==> config.mk <==
export PLATFORM = sky130hd
export DESIGN_NAME = adma_engine
export DESIGN_NICKNAME = d
export VERILOG_FILES = /design/src/rtl/adma_engine.sv
export SDC_FILE = /design/constraint.sdc
export NUM_CORES = 1
export LEC_CHECK = 0
export ABC_AREA = 1
export CORE_ASPECT_RATIO = 1.5
export CORE_MARGIN = 1
export CORE_UTILIZATION = 60
export CTS_BUF_LIST = sky130_fd_sc_hd__clkbuf_8
export CTS_CLUSTER_DIAMETER = 100
export CTS_CLUSTER_SIZE = 25
export DETAILED_ROUTE_END_ITERATION = 10
export PLACE_DENSITY = 0.8
export SYNTH_ARGS = -nofsm -noshare
export SYNTH_HDL_FRONTEND = slang
export SYNTH_SLANG_ARGS = --single-unit
==> constraint.sdc <==
create_clock -name clk_in_COM -period 14.7 [get_ports clk_in_COM]
set_input_delay 4.41 -clock clk_in_COM [delete_from_list [all_inputs] [get_ports clk_in_COM]]
set_output_delay 4.41 -clock clk_in_COM [all_outputs]
set_load 0.01 [all_outputs]
==> src/rtl/adma_engine.sv <==
// ADMA descriptor-driven DMA engine moving words between a RAM port and a FIFO port.
// Optional feature: define ADMA_INT_EN to enable the per-descriptor int_DAT pulse.
module adma_engine #(
  parameter int DATA_W     = 8,
  parameter int ADDR_W     = 64,
  parameter int DESC_DEPTH = 8,
  parameter int LEN_W      = 16
) (
  input  logic                            clk_in_COM,
  input  logic                            reset_in_COM,
  input  logic                            write_in_COM,
  input  logic [$clog2(DESC_DEPTH)-1:0]   desc_idx_COM,
  input  logic [ADDR_W+LEN_W+16-1:0]      addr_in_COM,
  input  logic                            error_in_COM,
  input  logic                            enable_transfer_mode_REG,
  input  logic                            dir_REG,
  input  logic [11:0]                     block_size_REG,
  input  logic                            stop_block_gap_REG,
  input  logic                            continue_block_gap_REG,
  input  logic [DATA_W-1:0]               data_in_RAM,
  input  logic [DATA_W-1:0]               data_in_FIFO,
  input  logic                            full_FIFO,
  input  logic                            empty_FIFO,
  output logic [ADDR_W-1:0]               addr_out_RAM,
  output logic [DATA_W-1:0]               data_out_RAM,
  output logic                            we_RAM,
  output logic [DATA_W-1:0]               data_out_FIFO,
  output logic                            push_FIFO,
  output logic                            pop_FIFO,
  output logic                            busy,
  output logic                            transfer_complete_DAT,
  output logic                            newDAT_DAT,
  output logic                            int_DAT,
  output logic                            error_DMA
);

  localparam int IDX_W  = $clog2(DESC_DEPTH);
  localparam int DESC_W = ADDR_W + LEN_W + 16;
  localparam int ENT_W  = ADDR_W + LEN_W + 5;
  localparam int CNT_W  = LEN_W + 1;

  localparam logic [2:0] ST_IDLE = 3'd0;
  localparam logic [2:0] ST_FDS  = 3'd1;
  localparam logic [2:0] ST_CADR = 3'd2;
  localparam logic [2:0] ST_TFR  = 3'd3;
  localparam logic [2:0] ST_GAP  = 3'd4;
  localparam logic [2:0] ST_DONE = 3'd5;

  localparam logic [1:0] ACT_TRAN = 2'b10;
  localparam logic [1:0] ACT_LINK = 2'b11;

  // Table entry keeps only the decoded fields: {addr, len, act, int, end, valid}.
  logic [ENT_W-1:0] desc_tbl [DESC_DEPTH];

  logic [2:0]        state;
  logic [IDX_W-1:0]  idx;
  logic [ADDR_W-1:0] d_addr;
  logic [LEN_W-1:0]  d_len;
  logic [1:0]        d_act;
  logic              d_int, d_end, d_valid;
  logic [ADDR_W-1:0] addr_cnt;
  logic [CNT_W-1:0]  count;
  logic [11:0]       blk;
  logic              dir_q;
  logic              resume_adv;

  logic        move, xfer, last, blk_hit, gap_req;
  logic [11:0] blk_next;
  logic        unused_attr;

  // NOTE: the descriptor table has no reset; it is plain storage that software fills before start.
  always_ff @(posedge clk_in_COM) begin
    if (!reset_in_COM && write_in_COM && state == ST_IDLE)
      desc_tbl[desc_idx_COM] <= {addr_in_COM[DESC_W-1 -: ADDR_W], addr_in_COM[16 +: LEN_W],
                                 addr_in_COM[5:4], addr_in_COM[2:0]};
  end

  assign move     = dir_q ? !full_FIFO : !empty_FIFO;
  assign xfer     = (state == ST_TFR) && !error_in_COM && move;
  assign last     = (count == CNT_W'(1));
  assign blk_next = blk + 12'd1;
  assign blk_hit  = (block_size_REG != 12'd0) && (blk_next == block_size_REG);
  assign gap_req  = blk_hit && stop_block_gap_REG && !continue_block_gap_REG;

  assign busy                  = (state != ST_IDLE);
  assign newDAT_DAT            = (state == ST_FDS)  && !error_in_COM;
  assign transfer_complete_DAT = (state == ST_DONE) && !error_in_COM;
  assign push_FIFO             = xfer && dir_q;
  assign pop_FIFO              = xfer && !dir_q;
  assign we_RAM                = xfer && !dir_q;
  assign addr_out_RAM          = xfer ? addr_cnt : '0;
  assign data_out_FIFO         = (xfer && dir_q)  ? data_in_RAM  : '0;
  assign data_out_RAM          = (xfer && !dir_q) ? data_in_FIFO : '0;

`ifdef ADMA_INT_EN
  assign int_DAT     = xfer && last && d_int;
  assign unused_attr = ^{addr_in_COM[15:6], addr_in_COM[3]};
`else
  assign int_DAT     = 1'b0;
  assign unused_attr = ^{addr_in_COM[15:6], addr_in_COM[3], d_int};
`endif

  // NOTE: all state updates use non-blocking assignments so every branch sees pre-edge values.
  always_ff @(posedge clk_in_COM) begin
    if (reset_in_COM) begin
      state      <= ST_IDLE;
      idx        <= '0;
      d_addr     <= '0;
      d_len      <= '0;
      d_act      <= '0;
      d_int      <= 1'b0;
      d_end      <= 1'b0;
      d_valid    <= 1'b0;
      addr_cnt   <= '0;
      count      <= '0;
      blk        <= '0;
      dir_q      <= 1'b0;
      resume_adv <= 1'b0;
      error_DMA  <= 1'b0;
    end else if (state != ST_IDLE && error_in_COM) begin
      state     <= ST_IDLE;
      error_DMA <= 1'b1;
    end else begin
      case (state)
        ST_IDLE: begin
          if (enable_transfer_mode_REG) begin
            idx       <= '0;
            blk       <= '0;
            error_DMA <= 1'b0;
            state     <= ST_FDS;
          end
        end
        ST_FDS: begin
          {d_addr, d_len, d_act, d_int, d_end, d_valid} <= desc_tbl[idx];
          state <= ST_CADR;
        end
        ST_CADR: begin
          if (!d_valid) begin
            error_DMA <= 1'b1;
            state     <= ST_IDLE;
          end else if (d_act == ACT_TRAN) begin
            addr_cnt <= d_addr;
            count    <= (d_len == '0) ? {1'b1, {LEN_W{1'b0}}} : {1'b0, d_len};
            dir_q    <= dir_REG;
            state    <= ST_TFR;
          end else if (d_act == ACT_LINK) begin
            idx   <= d_addr[IDX_W-1:0];
            state <= ST_FDS;
          end else begin
            state <= d_end ? ST_DONE : ST_FDS;
            if (!d_end) idx <= idx + IDX_W'(1);
          end
        end
        ST_TFR: begin
          if (xfer) begin
            addr_cnt <= addr_cnt + ADDR_W'(1);
            count    <= count - CNT_W'(1);
            blk      <= blk_hit ? 12'd0 : blk_next;
            if (gap_req) begin
              resume_adv <= last;
              state      <= ST_GAP;
            end else if (last) begin
              state <= d_end ? ST_DONE : ST_FDS;
              if (!d_end) idx <= idx + IDX_W'(1);
            end
          end
        end
        ST_GAP: begin
          if (continue_block_gap_REG) begin
            if (resume_adv) begin
              state <= d_end ? ST_DONE : ST_FDS;
              if (!d_end) idx <= idx + IDX_W'(1);
            end else begin
              state <= ST_TFR;
            end
          end
        end
        ST_DONE: state <= ST_IDLE;
        default: state <= ST_IDLE;
      endcase
    end
  end

endmodule

[Word-level counts from Yosys, hierarchy flattened]
Memories as Yosys holds them, arrays and structs flattened. A register that Yosys moved wholly into a read port is not among the register bits.
Cells that the tools add are included.
Word-level totals
  memories kept: 1
  bits in writable memories: 680
  word-level logic and storage cells: 115
  register bits after elaboration: 102
Memories
  desc_tbl: words 8, width 85, rd ports 1, clocked after Yosys merged registers in 1, write ports 1, RTL line 53  | logic [ENT_W-1:0] desc_tbl [DESC_DEPTH];
Cells by class
  muxes and demuxes: 45
  equal/unequal tests: 21
  add/subtract/negate cells: 4
  bitwise gates (word level): 1
  reductions and logical operators: 35
Operator list (count)
  2-to-1 mux 64 bit: 4
  case mux 64 bit (2 select lines): 1
  2-to-1 mux 17 bit: 4
  adder 64 x 1 -> 64 bit, second input constant: 1
  2-to-1 mux 3 bit: 20
  2-to-1 mux 12 bit: 3
  case mux 17 bit (2 select lines): 1
  case mux 12 bit (2 select lines): 1
  != test 2 bit, second input constant: 9
  == test 17 x 1 -> 1 bit, second input constant: 1
  subtractor 17 x 1 -> 17 bit, second input constant: 1
  zero test 16 bit: 1
  2-to-1 mux 8 bit: 2
  AND reduction 4 bit: 4
  case mux 3 bit (5 select lines): 1
  adder 12 x 1 -> 12 bit, second input constant: 1
  == test 12 bit: 1
  logical AND 1 bit: 12
  case mux 3 bit (4 select lines): 1
  nonzero test 12 bit: 1
  AND reduction 10 bit: 1
  == test 3 x 2 -> 1 bit, second input constant: 2
  == test 3 bit, second input constant: 2
  zero test 1 bit: 6
  other kinds (16): 25

[Longest topological paths before layout]
  depth in word-level cells: 8
  depth in mapped cells: 16

[Worst setup path after synthesis]
Ideal clock, no wire load.
  path type: input -> register
  start: in reset_in_COM
  end: mem desc_tbl[0][0] in the netlist's numbering (enable)
  setup slack: 3.133 ns
  library setup time: 0.631 ns
  path buffers: 2
  cell stages on the path: 7
  arrival: 10.937 ns
  cell sequence: clkbuf_1 inv_1 clkbuf_1 nand2_1 nor2_1 nand2_1 nor3_1
Between the ends
  cells in the longest elaborated chain, start to end: 5
RTL lines
  from (decl): RTL line 10  | input logic reset_in_COM,
  zero test 1 bit: RTL line 73  | if (!reset_in_COM && write_in_COM && state == ST_IDLE)
  logical AND 1 bit (2 in series): RTL line 73
  2-to-1 mux 1 bit: RTL line 73
  2-to-1 mux 1 bit (not written as such): RTL line 74  | desc_tbl[desc_idx_COM] <= {addr_in_COM[DESC_W-1 -: ADDR_W], addr_in_COM[16 +: LEN_W],
  to (decl): RTL line 53
No other way between the ends.

[Worst setup path in the final report]
  start: in error_in_COM
  end: out data_out_RAM[0]
Between the ends
  cells in the longest elaborated chain, start to end: 5
RTL lines
  from (decl): RTL line 14  | input logic error_in_COM,
  zero test 1 bit: RTL line 79  | assign xfer = (state == ST_TFR) && !error_in_COM && move;
  logical AND 1 bit (2 in series): RTL line 79
  logical AND 1 bit: RTL line 93  | assign data_out_RAM = (xfer && !dir_q) ? data_in_FIFO : '0;
  2-to-1 mux 8 bit: RTL line 93
  to (decl): RTL line 25  | output logic [DATA_W-1:0] data_out_RAM,
No other way between the ends.

==> qor.txt <==
Reg clk slew, reported paths - 0.15 ns
Total gr overflow - 0
Status - completed
Library cells used by synthesis - 51
Hold depth - 2
DR DRC count - 0
Vias in the first global route - 24100
Core Region - 61000 µm²
Peak VDD IR - 0.102 mV
H-tree levels - 2
Detailed placement HPWL - 53300 µm
Crit path kind - primary input to primary output
Antenna-violating nets left - 0
Via count - 25700
Critical path's slowest cell - clkdlybuf4s50_1
Longest Clk Path Bufs - 3
Iter 0 DRT Violations - 2744
LEAKAGE - 13.1 nW
R2r worst-path depth - 13
Final WL - 87900 µm
Nets@finish - 3648
YS warnings - 0
Mux share of post-synthesis cell area - 4.55%
Tcrit/Tclk final - 74.9%
Fraction of registers with async set/reset - 0%
Final setup TNS - 0 ns
RePlAce Congestion - 0.985
Post-CTS setup repair buffer count - 0
XOR/XNOR share of the synthesized area - 0.805%
Final setup violation count - 0
Synth Flop Type - edfxtp_1
Hold Path Sink - addr_cnt[43]
Pwr per Cell Area - 124 nW/µm²
Initial Utilization - 60.6%
Die ar. - 62600 µm²
Worst path max stage delay - 0.58 ns
RR Startpoint - state[2]
Synth Net Count - 3558
Crit path time final - 11.01 ns
Switching Share - 31.8%
Root Buffer - clkbuf_8
First-pass GRT wire length - 134000 µm
Reg2Reg Setup Slack - 10.85 ns
Router iterations before antenna repair - 5
R2r endpoint - addr_cnt[23]
CP delay by family, top - buffers and inverters
CTS Buf Count - 40
Worst slew pin tran - 1.23 ns
Gate power share - 24.8%
Post-Synthesis Cells - 3416
CP startpoint - error_in_COM
Largest family of logic cells by synthesized area - compound AO/OA/AOI/OAI gates
Total power - 0.00500 W
Syn avg cell area - 10.8 µm²
Area delta synth->final - 9.12%
Initial antenna violation count - 13
Post-synth top area cell - edfxtp_1
Post-synth EDFFs - 672
DR vias/cell - 5.92
Worst Hold Class - register to register
CTS tree - done
Post-synthesis adder-cell area fraction - 0.169%
Compound-Gate Fraction of Synth Area - 14.6%
Max Clock Skew - 0.0408 ns
Max cap viols - 0
Hold Startpoint - addr_cnt[43]
Slew Viols, Final - 0
Std cell rows - 111
CP startpoint kind - primary input
Internal Power - 0.00341 W
Net load switching power - 0.00159 W
Register area share after synthesis - 64.7%
Worst skew pair latency - 0.67 ns
Largest net degree at the start of global routing - 201
Crit-path max FO - 67
Synth Register Bits - 858
Worst hold margin - 0.478 ns
WL/cell - 20.3 µm
CP Cell Sequence - clkdlybuf4s50_1 -> inv_1 -> nand3_2 -> buf_4 -> nor2_1 -> inv_1 -> nor2_1 -> clkdlybuf4s50_1
Share of cells above drive strength 1 - 3.82%
Post-synthesis cell area - 37000 µm²
# resized after CTS - 0
Largest cells by area after synthesis - edfxtp_1, dfxtp_1, o21ai_0, a21oi_1, mux2i_1
Number of I/O port buffers - 211
Gr usage total - 27.8%
CP endpoint kind - primary output
Achievable Freq - 90.9 MHz
CTS sink count - 858
I/O pin count - 225
Slew HR - 17.5%
RSZ-0062 raised after global routing - no
Die Span X - 205 µm
Worst endpoint data arrival time - 6.60 ns
Simple-gate share of the synthesized area - 9.36%
Sequential Power Share - 56.1%
Fin. Hold Viols - 0
Chip height - 306 µm
Clock Power Share - 19.0%
Post-CTS Hold Buffers - 0
Yosys top cell area share - 54.6%
WP buf/inv - 5
Worst path required time - 10.29 ns
state kept, by name, indices dropped and copies added (netlist names):
| name | cells |
|---|---|
| addr_cnt | 64 |
| blk | 12 |
| count | 17 |
| d_act | 2 |
| d_addr | 64 |
| d_end | 1 |
| d_len | 16 |
| d_valid | 1 |
| desc_tbl | 672 |
| dir_q | 1 |
| error_DMA | 1 |
| idx | 3 |
| resume_adv | 1 |
| state | 3 |
power groups by stage:
stage / combinational [W] / sequential [W] / clock [W]
after CTS: 0.00123 / 0.00280 / 0.000963
after global placement: 0.00119 / 0.00286 / 0
after floorplan: 0.000917 / 0.00279 / 0
final: 0.00124 / 0.00281 / 0.000951
after detailed placement: 0.00123 / 0.00286 / 0
after global routing: 0.00138 / 0.00282 / 0.00104
cell families (layout without fill, tap and decap cells):
family / after synthesis / in the layout
compound gates: 1002 / 1002
xor+xnor: 34 / 34
fa+ha+maj: 5 / 5
buf+inv: 554 / 676
flops: 858 / 858
mux: 168 / 168
other cells: 1 / 6
simple gates: 794 / 794
worst reg2reg max path, stage by stage, from the launching register on:
cell	delay, ns
dfxtp_1	0.44
inv_2	0.09
nand2_2	0.12
nor2_4	0.05
buf_4	0.28
inv_2	0.09
buf_4	0.67
a21oi_4	0.11
buf_4	0.27
inv_2	0.42
buf_4	0.72
nor2_1	0.24
o21ai_1	0.14
a21oi_1	0.08
metal layers:
layer | GRT usage (%) | wire (µm)
met1 | 36.1 | 34800
met2 | 47.0 | 43400
met3 | 4.00 | 6640
met4 | 11.1 | 2990
met5 | 0 | 92
worst max-delay path by stage:
stage	end	slack [ns]	cells after the start
floorplan	desc_tbl[0][0]	3.13	7
global placement	data_out_RAM[7]	3.71	8
detailed placement	data_out_RAM[0]	3.68	8
CTS	data_out_RAM[0]	3.68	8
global route	data_out_RAM[5]	3.47	10
finish	data_out_RAM[0]	3.69	8
synth_stat cells (all sizes together) (29+ instances only):
master  count
a21oi     349
buf        62
clkbuf    136
dfxtp     186
edfxtp    672
inv       355
mux2i     168
nand2     317
nand3     104
nand4      29
nor2      266
nor3       48
o211ai    105
o21ai     509
xor2       30
final cells by class:
type	instances	area [µm²]
sequential	858	23900
fill	4535	20600
multi-input combinational	2004	11000
timing repair buffer	246	2390
inverter	356	1340
tap	791	990
clock buffer	42	578
clock inverter	32	138
antenna	5	12.5
layout by cell type (no fill, tap or decap), types with 105 or more instances in the layout:
| cell | n |
|---|---|
| nand2_1 | 311 |
| o211ai_1 | 105 |
| nor2_1 | 249 |
| inv_1 | 378 |
| a21oi_1 | 348 |
| dfxtp_1 | 183 |
| mux2i_1 | 168 |
| clkdlybuf4s50_1 | 210 |
| edfxtp_1 | 672 |
| o21ai_0 | 487 |
per-stage QoR:
step | area, µm² | setup slack, ns | utilization [%] | cells
2_1_floorplan | 37000 | 3.13 | - | 3416
3_3_place_gp | 39600 | 3.71 | 65.0 | 4255
3_5_place_dp | 39600 | 3.68 | 65.0 | 4255
4_1_cts | 40300 | 3.68 | 66.1 | 4329
5_1_grt | 40300 | 3.47 | 66.2 | 4333
6_report | 40300 | 3.69 | 66.2 | 4334
Note: power is estimated with default switching activity, not from simulation.
